--- config.mk ---
export PLATFORM = sky130hd
export DESIGN_NAME = otter_csr_intr_flat
export DESIGN_NICKNAME = d
export VERILOG_FILES = /design/src/rtl/otter_csr_intr_if.sv /design/src/rtl/otter_csr_intr.sv /design/src/flat_wrapper.sv
export SDC_FILE = /design/constraint.sdc
export NUM_CORES = 1
export LEC_CHECK = 0
export CAP_MARGIN = 30
export CORE_ASPECT_RATIO = 1.2
export CORE_MARGIN = 4
export CORE_UTILIZATION = 45
export CTS_BUF_LIST = sky130_fd_sc_hd__clkbuf_4
export CTS_CLUSTER_SIZE = 30
export DETAILED_ROUTE_END_ITERATION = 6
export DONT_BUFFER_PORTS = 1
export PLACE_DENSITY = 0.61
export SLEW_MARGIN = 30
export SYNTH_ARGS = -nofsm -noshare
export SYNTH_HDL_FRONTEND = slang
export SYNTH_SLANG_ARGS = --single-unit
--- constraint.sdc ---
create_clock -name clk -period 4.05 [get_ports clk]
set_input_delay 1.0125 -clock clk [delete_from_list [all_inputs] [get_ports clk]]
set_output_delay 1.0125 -clock clk [all_outputs]
set_load 0.03 [all_outputs]
--- src/rtl/otter_csr_intr_if.sv ---
// Bus between the OTTER control FSM / datapath and the machine-mode CSR block.
interface otter_csr_intr_if;
    localparam int unsigned XLEN   = 32;
    localparam int unsigned CSR_AW = 12;

    logic              irq_in;
    logic              csr_WE;
    logic              int_taken;
    logic              mret_exec;
    logic [CSR_AW-1:0] csr_addr;
    logic [XLEN-1:0]   csr_wd;
    logic [XLEN-1:0]   pc;
    logic [XLEN-1:0]   csr_rd;
    logic [XLEN-1:0]   mtvec;
    logic [XLEN-1:0]   mepc;
    logic              intr;

    // FSM / datapath side
    modport master (
        output irq_in, csr_WE, int_taken, mret_exec, csr_addr, csr_wd, pc,
        input  csr_rd, mtvec, mepc, intr
    );

    // CSR block side
    modport slave (
        input  irq_in, csr_WE, int_taken, mret_exec, csr_addr, csr_wd, pc,
        output csr_rd, mtvec, mepc, intr
    );
endinterface

--- src/rtl/otter_csr_intr.sv ---
// Machine-mode CSR file (mstatus/mtvec/mepc/mcause) and external interrupt gate.
module otter_csr_intr #(
    parameter int unsigned SYNC_STAGES = 2,
    parameter bit          IRQ_EDGE    = 1'b1,
    parameter logic [31:0] MCAUSE_EXT  = 32'h8000_000B
) (
    input  logic              clk,
    input  logic              RST,
    otter_csr_intr_if.slave   bus
);
    localparam int unsigned XLEN     = 32;
    localparam int unsigned CSR_AW   = 12;
    localparam int unsigned MIE_BIT  = 3;
    localparam int unsigned MPIE_BIT = 7;

    localparam logic [CSR_AW-1:0] ADDR_MSTATUS = 12'h300;
    localparam logic [CSR_AW-1:0] ADDR_MTVEC   = 12'h305;
    localparam logic [CSR_AW-1:0] ADDR_MEPC    = 12'h341;
    localparam logic [CSR_AW-1:0] ADDR_MCAUSE  = 12'h342;

    // Reject illegal synchronizer depths at elaboration
    if (SYNC_STAGES < 2 || SYNC_STAGES > 4) begin : g_bad_sync
        $error("otter_csr_intr: SYNC_STAGES must be 2..4");
    end

    logic [SYNC_STAGES-1:0] sync_q;
    logic [SYNC_STAGES:0]   valid_q;
    logic                   irq_s;
    logic                   irq_d;
    logic                   rise;
    logic                   pending;
    logic                   mie;
    logic                   mpie;
    logic [XLEN-3:0]        mtvec_q;
    logic [XLEN-1:0]        mepc_q;
    logic [XLEN-1:0]        mcause_q;
    logic [XLEN-1:0]        mstatus_w;
    logic                   wr_mstatus;
    logic                   wr_mtvec;
    logic                   wr_mepc;
    logic                   wr_mcause;

    assign irq_s = sync_q[SYNC_STAGES-1];

    // A rise only counts once the previous synchronized sample is a real
    // post-reset observation, so a request held high across reset is ignored.
    assign rise = irq_s & ~irq_d & valid_q[SYNC_STAGES];

    // CSR write decode
    always_comb begin
        wr_mstatus = 1'b0;
        wr_mtvec   = 1'b0;
        wr_mepc    = 1'b0;
        wr_mcause  = 1'b0;
        if (bus.csr_WE) begin
            case (bus.csr_addr)
                ADDR_MSTATUS: wr_mstatus = 1'b1;
                ADDR_MTVEC:   wr_mtvec   = 1'b1;
                ADDR_MEPC:    wr_mepc    = 1'b1;
                ADDR_MCAUSE:  wr_mcause  = 1'b1;
                default:      ;
            endcase
        end
    end

    // Synchronizer chain, post-reset sample-valid tracker and edge history
    always_ff @(posedge clk) begin
        if (RST) begin
            sync_q  <= '0;
            valid_q <= '0;
            irq_d   <= 1'b0;
        end else begin
            sync_q  <= {sync_q[SYNC_STAGES-2:0], bus.irq_in};
            valid_q <= {valid_q[SYNC_STAGES-1:0], 1'b1};
            irq_d   <= irq_s;
        end
    end

    // Pending request; a new request beats a same-cycle int_taken clear
    always_ff @(posedge clk) begin
        if (RST) begin
            pending <= 1'b0;
        end else if (IRQ_EDGE) begin
            pending <= rise | (pending & ~bus.int_taken);
        end else begin
            pending <= irq_s;
        end
    end

    // mstatus MIE/MPIE: trap entry > mret > CSR write
    always_ff @(posedge clk) begin
        if (RST) begin
            mie  <= 1'b0;
            mpie <= 1'b0;
        end else if (bus.int_taken) begin
            mpie <= mie;
            mie  <= 1'b0;
        end else if (bus.mret_exec) begin
            mie  <= mpie;
            mpie <= 1'b1;
        end else if (wr_mstatus) begin
            mie  <= bus.csr_wd[MIE_BIT];
            mpie <= bus.csr_wd[MPIE_BIT];
        end
    end

    // mtvec is only touched by CSR writes; low two bits are hardwired zero
    always_ff @(posedge clk) begin
        if (RST) begin
            mtvec_q <= '0;
        end else if (wr_mtvec) begin
            mtvec_q <= bus.csr_wd[XLEN-1:2];
        end
    end

    // mepc/mcause: trap entry overrides a coincident CSR write
    always_ff @(posedge clk) begin
        if (RST) begin
            mepc_q   <= '0;
            mcause_q <= '0;
        end else if (bus.int_taken) begin
            mepc_q   <= bus.pc;
            mcause_q <= MCAUSE_EXT;
        end else begin
            if (wr_mepc) begin
                mepc_q <= {bus.csr_wd[XLEN-1:2], 2'b00};
            end
            if (wr_mcause) begin
                mcause_q <= bus.csr_wd;
            end
        end
    end

    // Architectural mstatus view: only MIE and MPIE are implemented
    always_comb begin
        mstatus_w           = '0;
        mstatus_w[MIE_BIT]  = mie;
        mstatus_w[MPIE_BIT] = mpie;
    end

    // Combinational CSR read returns the pre-write value (CSRRW swap)
    always_comb begin
        bus.csr_rd = '0;
        case (bus.csr_addr)
            ADDR_MSTATUS: bus.csr_rd = mstatus_w;
            ADDR_MTVEC:   bus.csr_rd = {mtvec_q, 2'b00};
            ADDR_MEPC:    bus.csr_rd = mepc_q;
            ADDR_MCAUSE:  bus.csr_rd = mcause_q;
            default:      bus.csr_rd = '0;
        endcase
    end

    assign bus.mtvec = {mtvec_q, 2'b00};
    assign bus.mepc  = mepc_q;
    assign bus.intr  = pending & mie;

endmodule
--- src/flat_wrapper.sv ---
// flat-port wrapper written by rule: the top's interface ports become plain ports
module otter_csr_intr_flat 
#(
    parameter int unsigned SYNC_STAGES = 2,
    parameter bit          IRQ_EDGE    = 1'b1,
    parameter logic [31:0] MCAUSE_EXT  = 32'h8000_000B
)
  (clk, RST, bus_irq_in, bus_csr_WE, bus_int_taken, bus_mret_exec, bus_csr_addr, bus_csr_wd, bus_pc, bus_csr_rd, bus_mtvec, bus_mepc, bus_intr);
  otter_csr_intr_if bus_i ();
  input  logic clk;
  input  logic RST;
  input wire logic [$bits(bus_i.irq_in)-1:0] bus_irq_in;
  input wire logic [$bits(bus_i.csr_WE)-1:0] bus_csr_WE;
  input wire logic [$bits(bus_i.int_taken)-1:0] bus_int_taken;
  input wire logic [$bits(bus_i.mret_exec)-1:0] bus_mret_exec;
  input wire logic [$bits(bus_i.csr_addr)-1:0] bus_csr_addr;
  input wire logic [$bits(bus_i.csr_wd)-1:0] bus_csr_wd;
  input wire logic [$bits(bus_i.pc)-1:0] bus_pc;
  output wire logic [$bits(bus_i.csr_rd)-1:0] bus_csr_rd;
  output wire logic [$bits(bus_i.mtvec)-1:0] bus_mtvec;
  output wire logic [$bits(bus_i.mepc)-1:0] bus_mepc;
  output wire logic [$bits(bus_i.intr)-1:0] bus_intr;
  assign bus_i.irq_in = bus_irq_in;
  assign bus_i.csr_WE = bus_csr_WE;
  assign bus_i.int_taken = bus_int_taken;
  assign bus_i.mret_exec = bus_mret_exec;
  assign bus_i.csr_addr = bus_csr_addr;
  assign bus_i.csr_wd = bus_csr_wd;
  assign bus_i.pc = bus_pc;
  assign bus_csr_rd = bus_i.csr_rd;
  assign bus_mtvec = bus_i.mtvec;
  assign bus_mepc = bus_i.mepc;
  assign bus_intr = bus_i.intr;
  otter_csr_intr #(.SYNC_STAGES(SYNC_STAGES), .IRQ_EDGE(IRQ_EDGE), .MCAUSE_EXT(MCAUSE_EXT)) u_core (.clk(clk), .RST(RST), .bus(bus_i));
endmodule
==> After elaboration in Yosys (flattened, before gate mapping) <==
Cells that the tools add are included.
{ "word_totals": {"regBits": 103, "input_bits": 82, "wordCells": 46} }
{ "op_classes": {"n_eq_ne": 4, "n_mux": 19, "n_bitwise": 7, "n_reduce_logical": 5} }
{ "op_table": {"columns": ["operator", "n"], "rows": [
  ["2-to-1 mux 32 bit", 4],
  ["case mux 32 bit (4 select lines)", 1],
  ["equality test 12 x 10 -> 1 bit, second input constant", 4],
  ["2-to-1 mux 1 bit", 14],
  ["nonzero test 2 bit", 3],
  ["bitwise AND 1 bit", 4],
  ["nonzero test 3 bit", 1],
  ["inverter 1 bit", 2],
  ["OR reduction 2 bit", 1],
  ["bitwise OR 1 bit", 1]
]} }

==> Depth between registers and ports, before layout <==
Gate-level depths: netlist of the first run.
{ "logic_depth": {"word_depth": 6, "depth_mapped": 6} }

==> Least setup slack after synthesis of the first run <==
OpenSTA, ideal clock, no wires.
{ "synth_path": {"path_type": "input-to-output", "startpoint": "input port bus_csr_addr[5]", "endpoint": "output port bus_csr_rd[10]", "arrival_time_ps": 2410, "path_slack_ps": 628, "cell_stages": 6, "cell_sequence": "or3_1 > nor2_1 > and3_1 > buf_2 > buf_2 > o2bb2ai_1"} }
{ "synth_via": {"elab_chain_cells": 2, "elab_cells_between_ends": 5, "classes_between": "eq/ne: 4; mux: 1"} }
{ "synth_rtl": {"columns": ["item", "line", "rtl"], "rows": [
  ["from (decl)", "flat_wrapper.sv:16", "input wire logic [$bits(bus_i.csr_addr)-1:0] bus_csr_addr;"],
  ["equality test 12 x 10 -> 1 bit", "otter_csr_intr.sv:144", "case (bus.csr_addr)"],
  ["case mux 32 bit (4 select lines) *", "otter_csr_intr.sv:144", null],
  ["to (decl)", "flat_wrapper.sv:19", "output wire logic [$bits(bus_i.csr_rd)-1:0] bus_csr_rd;"]
]} }
Every way passes the cells marked *; elsewhere a longest branch is shown, timed or not.

==> Worst setup path in the final report of the first run <==
{ "layout_path": {"startpoint": "input port bus_csr_addr[5]", "endpoint": "output port bus_csr_rd[25]"} }
Same word-level chain as after synthesis.

==> reports/metrics.cfg, run 1 <==
[placed_design]
hpwl_mm = 8.750
port_buffers = 0
place_congestion = 0.8389
dp.cells = 670

[synthesis]
ys_async_sr_fraction = 0
ys_ff_latch = 103
yosysMostFrequentCell = dfxtp_1
synth_top_family_by_area = simple AND/OR/NAND/NOR gates
synth_cell_types = 39
synth_area_leader_cell = dfxtp_1
syn-cell-area_mm2 = 0.004720
synthMuxAreaShare = 0.06363
synth_edf_count = 0
synthTopCellsByArea = dfxtp_1, nor3_1, mux2i_1
synthTopCellsByCount = dfxtp_1, nor3_1, nand2_1, clkbuf_1
seq_area_frac_synth = 0.4369
yosys_warnings = 0
syn_area_per_cell_um2 = 8.473
synth_compound_area_frac = 0.1458
synthXorXnorAreaFrac = 0
synthCells = 557
synthAdderAreaFrac = 0
synth_top_area_frac = 0.4369
synth_top_flop_cell = dfxtp_1
synthSimpleGateAreaFrac = 0.2900

[setup_path]
cp_max_fo = 28
cp.required_ns = 3.04
max_stage_delay_ns = 0.38
cp_common_cell = buf_4
worst_r2r_path_depth = 2
rr_endpoint = u_core.bus.mepc[6]$_SDFFE_PP0P_
cp_num_buf_inv = 2
reg2reg_slack_ns = 3.00
critPathKind = input port to output pin
r2r-start = u_core.bus.mepc[6]$_SDFFE_PP0P_
arrival_ns = 2.56
cp-start-kind = input port
cp_slowest_cell = or3_1
crit_chain = or3_1 -> nor2_1 -> and3_1 -> buf_4 -> o2bb2ai_1 -> buf_4
crit_family = simple AND/OR/NAND/NOR gates
worstSetupEndpointType = output pin

[route]
drt-total-wl_mm = 13.48
vias_per_cell = 6.025
drtIter0Drc = 179
drc = 0
first_pass_iters = 4
ant_nets = 0
wl_per_cell_um = 19.66
vias = 4133

[clock_tree]
cts.sinks = 103
post_cts_resized = 0
post-cts-setup-buffers = 0
cts_tree = built
root_buffer = clkbuf_4
cts_made_buffers = 9
ctsHoldBuffers = 0
clk_latency_ns = 0.44
htree_levels = 3
clockBufferDepth = 2
clk_pin_slew_ns = 0.14

[cells_and_area]
final_layout_size_suffix_gt1_frac = 0.1125
seqCellArea_mm2 = 0.002062
antenna_cells = 0
fill_cells = 996
multiInputGateArea_mm2 = 0.002367
layout.cells.non_filler = 686
syn_to_final_growth_pct = 6.416
num-nets-final = 637
final_util = 0.4968

[outcome]
outcome = completed

[floorplanning]
die_h_um = 120.2
die_x_um = 101.5
core_mm2 = 0.01011
dieArea_mm2 = 0.01220
start_util = 0.4668
pin_count = 179
fp-row-count = 40

[sta]
fmax_mhz = 279.9
period_share = 0.8822
tightest_slew_ns = 0.7508
skew_ns = 0.008566
finalHoldViolations = 0
period_minus_slack_ns = 3.573
fin_tns_setup_ns = 0
slew_headroom = 0.4972
drv_slew = 0
rsz0062_at_grt = false
finalSetupViolations = 0
whs_ns = 0.4511

[job]
drv_cap = 0

[power_and_ir_drop]
p_total_mw = 1.670
powerDensity_mw_per_mm2 = 332.5
peakVddDrop_mv = 0.2058
leakagePower_nw = 1.859

[global_routing]
antenna_found_initial = 0
grt_pass1_wl_mm = 21.75
grt_max_degree = 107
grt-ovfl-total = 0
grt.total_usage = 0.2210
grt_pass1_vias = 4247

[hold_path]
timing.hold.worst.start = u_core.valid_q[1]$_SDFF_PP0_
whs_path_depth = 1
hold_path_end = u_core.valid_q[2]$_SDFF_PP0_
hold_class = flop to flop

[registers in the layout (all words and copies together), names as in the netlist]
name             flops
u_core.irq_d         1
u_core.valid_q       3
u_core.mtvec_q      30
u_core.sync_q        2
u_core.pending       1
u_core.bus.mepc     32
u_core.mpie          1
u_core.mie           1
u_core.mcause_q     32
[metrics by stage]
step,setup slack [ns],cell area (um^2)
after detailed placement,0.4864,4910
after global routing,0.3551,5022
after CTS,0.4800,5022
final,0.4771,5022
after floorplan,0.6276,4723
after global placement,0.5756,4910
[worst max path at each step]
stage	from	to	slack (ns)	cells after the start
after global placement	bus_csr_addr[5]	bus_csr_rd[14]	0.58	6
after global routing	bus_csr_addr[5]	bus_csr_rd[6]	0.36	6
final	bus_csr_addr[5]	bus_csr_rd[25]	0.48	6
after CTS	bus_csr_addr[5]	bus_csr_rd[25]	0.48	6
after detailed placement	bus_csr_addr[5]	bus_csr_rd[25]	0.49	6
after floorplan	bus_csr_addr[5]	bus_csr_rd[10]	0.63	6
[cell families (layout without fill, tap and decap cells)]
kind of cell           after synthesis  count (layout)
AND/OR/NAND/NOR                    266             266
AO/OA/AOI/OAI                       98              98
other                                1               2
buffers and inverters               59              61
flip-flops                         103             103
multiplexers                        30              30
[metal layers]
metal,vias to the layer above,GRT usage,share of wire
met5,-,0,0
met1,1946,0.2696,0.41
met3,23,0.06924,0.085
met2,164,0.3597,0.48
li1,2000,-,-
met4,0,0.08645,0.022
[report_power, final]
part / leakage, nW / switching [mW] / internal [mW] / total [mW]
sequential: 0.841 / 0.0681 / 1.04 / 1.11
combinational: 0.951 / 0.0450 / 0.0444 / 0.0894
clock: 0.0671 / 0.325 / 0.145 / 0.471
[layout by cell type, fill, tap and decap left out, types with 2 or more instances in the layout]
master     Yosys  final
dfxtp_1      103    103
nor3_1        75     75
nand2_1       62     62
buf_4          2     41
nor2_1        36     36
nor2b_1       36     35
a22oi_1       34     34
a21oi_1       31     31
nor4_1        30     30
mux2i_1       30     30
o2bb2ai_1     28     28
clkbuf_4       0     12
inv_1          4      4
and2_1         3      3
and3_1         3      3
nand4_1        3      3
nand3b_1       3      3
clkinv_2       0      3
o22ai_1        2      2
and3b_1        2      2
and4_1         2      2
conb_1         1      2
[worst reg2reg max path, cell delays in order, from the launching register on]
cell and delay (ns):
dfxtp_1 0.57, nor3_1 0.11, nor4_1 0.29
[final cells by class]
class	instances	share of cell area
Tap cell	126	0.03139
Multi-Input combinational cell	396	0.4713
Clock buffer	12	0.01794
Timing Repair Buffer	41	0.06129
Inverter	4	0.002990
Clock inverter	4	0.004484
Sequential cell	103	0.4106
(Power assumes the default switching activity.)
==> inputs of run 2 (changes only) <==
--- a/config.mk
+++ b/config.mk
@@ -5,7 +5,7 @@
 export SDC_FILE = /design/constraint.sdc
 export NUM_CORES = 1
 export LEC_CHECK = 0
-export CAP_MARGIN = 30
+export CAP_MARGIN = 0
 export CORE_ASPECT_RATIO = 1.2
 export CORE_MARGIN = 4
 export CORE_UTILIZATION = 45
@@ -14,7 +14,6 @@
 export DETAILED_ROUTE_END_ITERATION = 6
 export DONT_BUFFER_PORTS = 1
 export PLACE_DENSITY = 0.61
-export SLEW_MARGIN = 30
 export SYNTH_ARGS = -nofsm -noshare
 export SYNTH_HDL_FRONTEND = slang
 export SYNTH_SLANG_ARGS = --single-unit
==> results of run 2 <==
The final DEF is identical to that of run 1; final timing and power are the same.
==> inputs of run 3 (changes only) <==
--- a/config.mk
+++ b/config.mk
@@ -6,6 +6,8 @@
 export NUM_CORES = 1
 export LEC_CHECK = 0
 export CAP_MARGIN = 0
+export CELL_PAD_IN_SITES_DETAIL_PLACEMENT = 0
+export CELL_PAD_IN_SITES_GLOBAL_PLACEMENT = 1
 export CORE_ASPECT_RATIO = 1.2
 export CORE_MARGIN = 4
 export CORE_UTILIZATION = 45
@@ -13,7 +15,8 @@
 export CTS_CLUSTER_SIZE = 30
 export DETAILED_ROUTE_END_ITERATION = 6
 export DONT_BUFFER_PORTS = 1
-export PLACE_DENSITY = 0.61
+export HOLD_SLACK_MARGIN = 0.15
+export PLACE_DENSITY = 0.79
 export SYNTH_ARGS = -nofsm -noshare
 export SYNTH_HDL_FRONTEND = slang
 export SYNTH_SLANG_ARGS = --single-unit
==> constraint.sdc (replaced) <==
create_clock -name clk -period 3.6 [get_ports clk]
set_input_delay 0.9 -clock clk [delete_from_list [all_inputs] [get_ports clk]]
set_output_delay 0.9 -clock clk [all_outputs]
set_load 0.03 [all_outputs]
==> run 3 against run 2 <==
Net effect: sequential cell count stayed put; die area stayed put; non-clock buffer count grew 2; clock skew increased by 0.020 ns; routed wire length shrank 0.38%; utilization up 0.79 points.
==> reports/metrics.cfg, run 3 (same netlist as run 1, synthesis figures left out) <==
[setup_path]
crit_start = bus_csr_addr[5]  ; unchanged
cp_slowest_cell = or3_1  ; unchanged
cp_common_cell = buf_4  ; unchanged
critPathKind = input port to output pin  ; unchanged
reg2reg_slack_ns = 2.50  ; was 3.00 ns
arrival_ns = 2.35  ; was 2.56 ns
crit_chain = or3_1 -> nor2_1 -> and3_1 -> buf_4 -> o2bb2ai_1 -> buf_4  ; unchanged
cp.required_ns = 2.70  ; was 3.04 ns
cp-start-kind = input port  ; unchanged
crit_end = bus_csr_rd[14]  ; was bus_csr_rd[25]
crit_family = simple AND/OR/NAND/NOR gates  ; unchanged
r2r-start = u_core.bus.mepc[30]$_SDFFE_PP0P_  ; was u_core.bus.mepc[6]$_SDFFE_PP0P_
rr_endpoint = u_core.bus.mepc[30]$_SDFFE_PP0P_  ; was u_core.bus.mepc[6]$_SDFFE_PP0P_
max_stage_delay_ns = 0.38  ; about the same
cp_max_fo = 15  ; was 28
path_depth = 6  ; unchanged
worst_r2r_path_depth = 2  ; unchanged
worstSetupEndpointType = output pin  ; unchanged
cp_num_buf_inv = 2  ; unchanged

[sta]
fmax_mhz = 307.5
period_share = 0.9033
period_minus_slack_ns = 3.252
slew_headroom = 0.5302  ; was 0.4972
drv_slew = 0  ; unchanged
fin_tns_setup_ns = 0  ; unchanged
finalSetupViolations = 0  ; unchanged
tightest_slew_ns = 0.7048  ; was 0.7508 ns
whs_ns = 0.4543  ; was 0.4511 ns
finalHoldViolations = 0  ; unchanged
rsz0062_at_grt = false  ; unchanged
skew_ns = 0.02855  ; was 0.008566 ns

[clock_tree]
clockBufferDepth = 2  ; unchanged
ctsHoldBuffers = 0  ; unchanged
clk_latency_ns = 0.46  ; was 0.44 ns
post_cts_resized = 0  ; unchanged
root_buffer = clkbuf_4  ; unchanged
cts_made_buffers = 9  ; unchanged
post-cts-setup-buffers = 0  ; unchanged
cts.sinks = 103  ; unchanged
htree_levels = 3  ; unchanged
clk_pin_slew_ns = 0.14  ; about the same
cts_tree = built  ; unchanged

[power_and_ir_drop]
p_total_mw = 2.025  ; was 1.670 mW
leakagePower_nw = 1.886  ; was 1.859 nW
peakVddDrop_mv = 0.1980  ; was 0.2058 mV
powerDensity_mw_per_mm2 = 396.8  ; was 332.5 mW/mm^2

[route]
drt-total-wl_mm = 13.43  ; was 13.48 mm
vias = 4111  ; was 4133
ant_nets = 0  ; unchanged
drtIter0Drc = 177  ; was 179
drc = 0  ; unchanged
wl_per_cell_um = 19.52  ; was 19.66 um
vias_per_cell = 5.975  ; was 6.025
first_pass_iters = 5  ; was 4

[cells_and_area]
seqCellArea_mm2 = 0.002062  ; unchanged
fin_area_mm2 = 0.005102  ; was 0.005022 mm^2
num-nets-final = 639  ; was 637
multiInputGateArea_mm2 = 0.002367  ; unchanged
antenna_cells = 0  ; unchanged
final_layout_size_suffix_gt1_frac = 0.1157  ; was 0.1125
final_common_cell = dfxtp_1  ; unchanged
fill_cells = 1017  ; was 996
syn_to_final_growth_pct = 8.112  ; was 6.416%
mostFrequentLayoutCells = dfxtp_1, nor3_1, nand2_1  ; unchanged

[floorplanning]
die_x_um = 101.5  ; unchanged
core_mm2 = 0.01011  ; unchanged
fp-row-count = 40  ; unchanged
pin_count = 179  ; unchanged
die_h_um = 120.2  ; unchanged
start_util = 0.4668  ; unchanged
dieArea_mm2 = 0.01220  ; unchanged

[placed_design]
hpwl_mm = 9.018  ; was 8.750 mm
place_congestion = 0.8347  ; was 0.8389
port_buffers = 0  ; unchanged
place_area_mm2 = 0.004937  ; was 0.004910 mm^2

[global_routing]
grt_max_degree = 107  ; unchanged
grt-ovfl-total = 0  ; unchanged
grt_pass1_vias = 4035  ; was 4247
antenna_found_initial = 0  ; unchanged
grt_pass1_wl_mm = 21.16  ; was 21.75 mm
grt.total_usage = 0.2166  ; was 0.2210

[hold_path]
hold_class = flop to flop  ; unchanged

[outcome]
outcome = completed  ; unchanged

[job]
drv_cap = 0  ; unchanged

-- run 3: cell count changes in the layout (fill, tap and decap cells not counted) --
cell,previous run,this run
clkinvlp_4,1,2
clkbuf_4,12,9
clkinv_4,0,2
buf_12,0,1
clkinv_2,3,1
buf_4,41,42
bufinv_16,0,2
-- run 3: metal layers --
layer | up-vias | track usage | wire length [um]
li1 | 2001 | - | -
met1 | 1954 | 0.2716 | 5552
met2 | 146 | 0.3580 | 6712
met3 | 10 | 0.06636 | 1004
met4 | 0 | 0.05902 | 163
met5 | - | 0 | 0
-- run 3: where the power goes --
group	total [mW]	switching, mW	internal [mW]	leakage [nW]
logic	0.0995	0.0501	0.0494	0.963
clock network	0.676	0.393	0.283	0.0821
registers	1.25	0.0767	1.17	0.841
-- run 3: cell type report --
type                    instances  area share
repair buffers                 43     0.06572
well taps                     126     0.03090
inverters                       4    0.002943
clock buffers                   9     0.01324
flip-flops and latches        103      0.4041
clock inverters                 7     0.01913
multi-input cells             396      0.4640
-- run 3: worst min path at each step --
stage	depth (start not counted)	slack, ns	end	start
global placement	1	0.41	u_core.valid_q[1]$_SDFF_PP0_	u_core.valid_q[0]$_DFF_P_
CTS	1	0.46	u_core.mtvec_q[4]$_SDFFE_PP0P_	RST
floorplan	1	0.41	u_core.sync_q[1]$_SDFF_PP0_	u_core.sync_q[0]$_SDFF_PP0_
finish	1	0.45	u_core.valid_q[1]$_SDFF_PP0_	u_core.valid_q[0]$_DFF_P_
detailed placement	1	0.43	u_core.sync_q[1]$_SDFF_PP0_	u_core.sync_q[0]$_SDFF_PP0_
global route	1	0.43	u_core.mtvec_q[4]$_SDFFE_PP0P_	RST
-- run 3: stage by stage --
step,std cells,utilization,worst slack (ns)
finish,688,0.5047,0.3482
global route,688,0.5047,0.2719
CTS,688,0.5047,0.3483
detailed placement,672,0.4884,0.3597
global placement,672,0.4884,0.4242
floorplan,558,-,0.4026
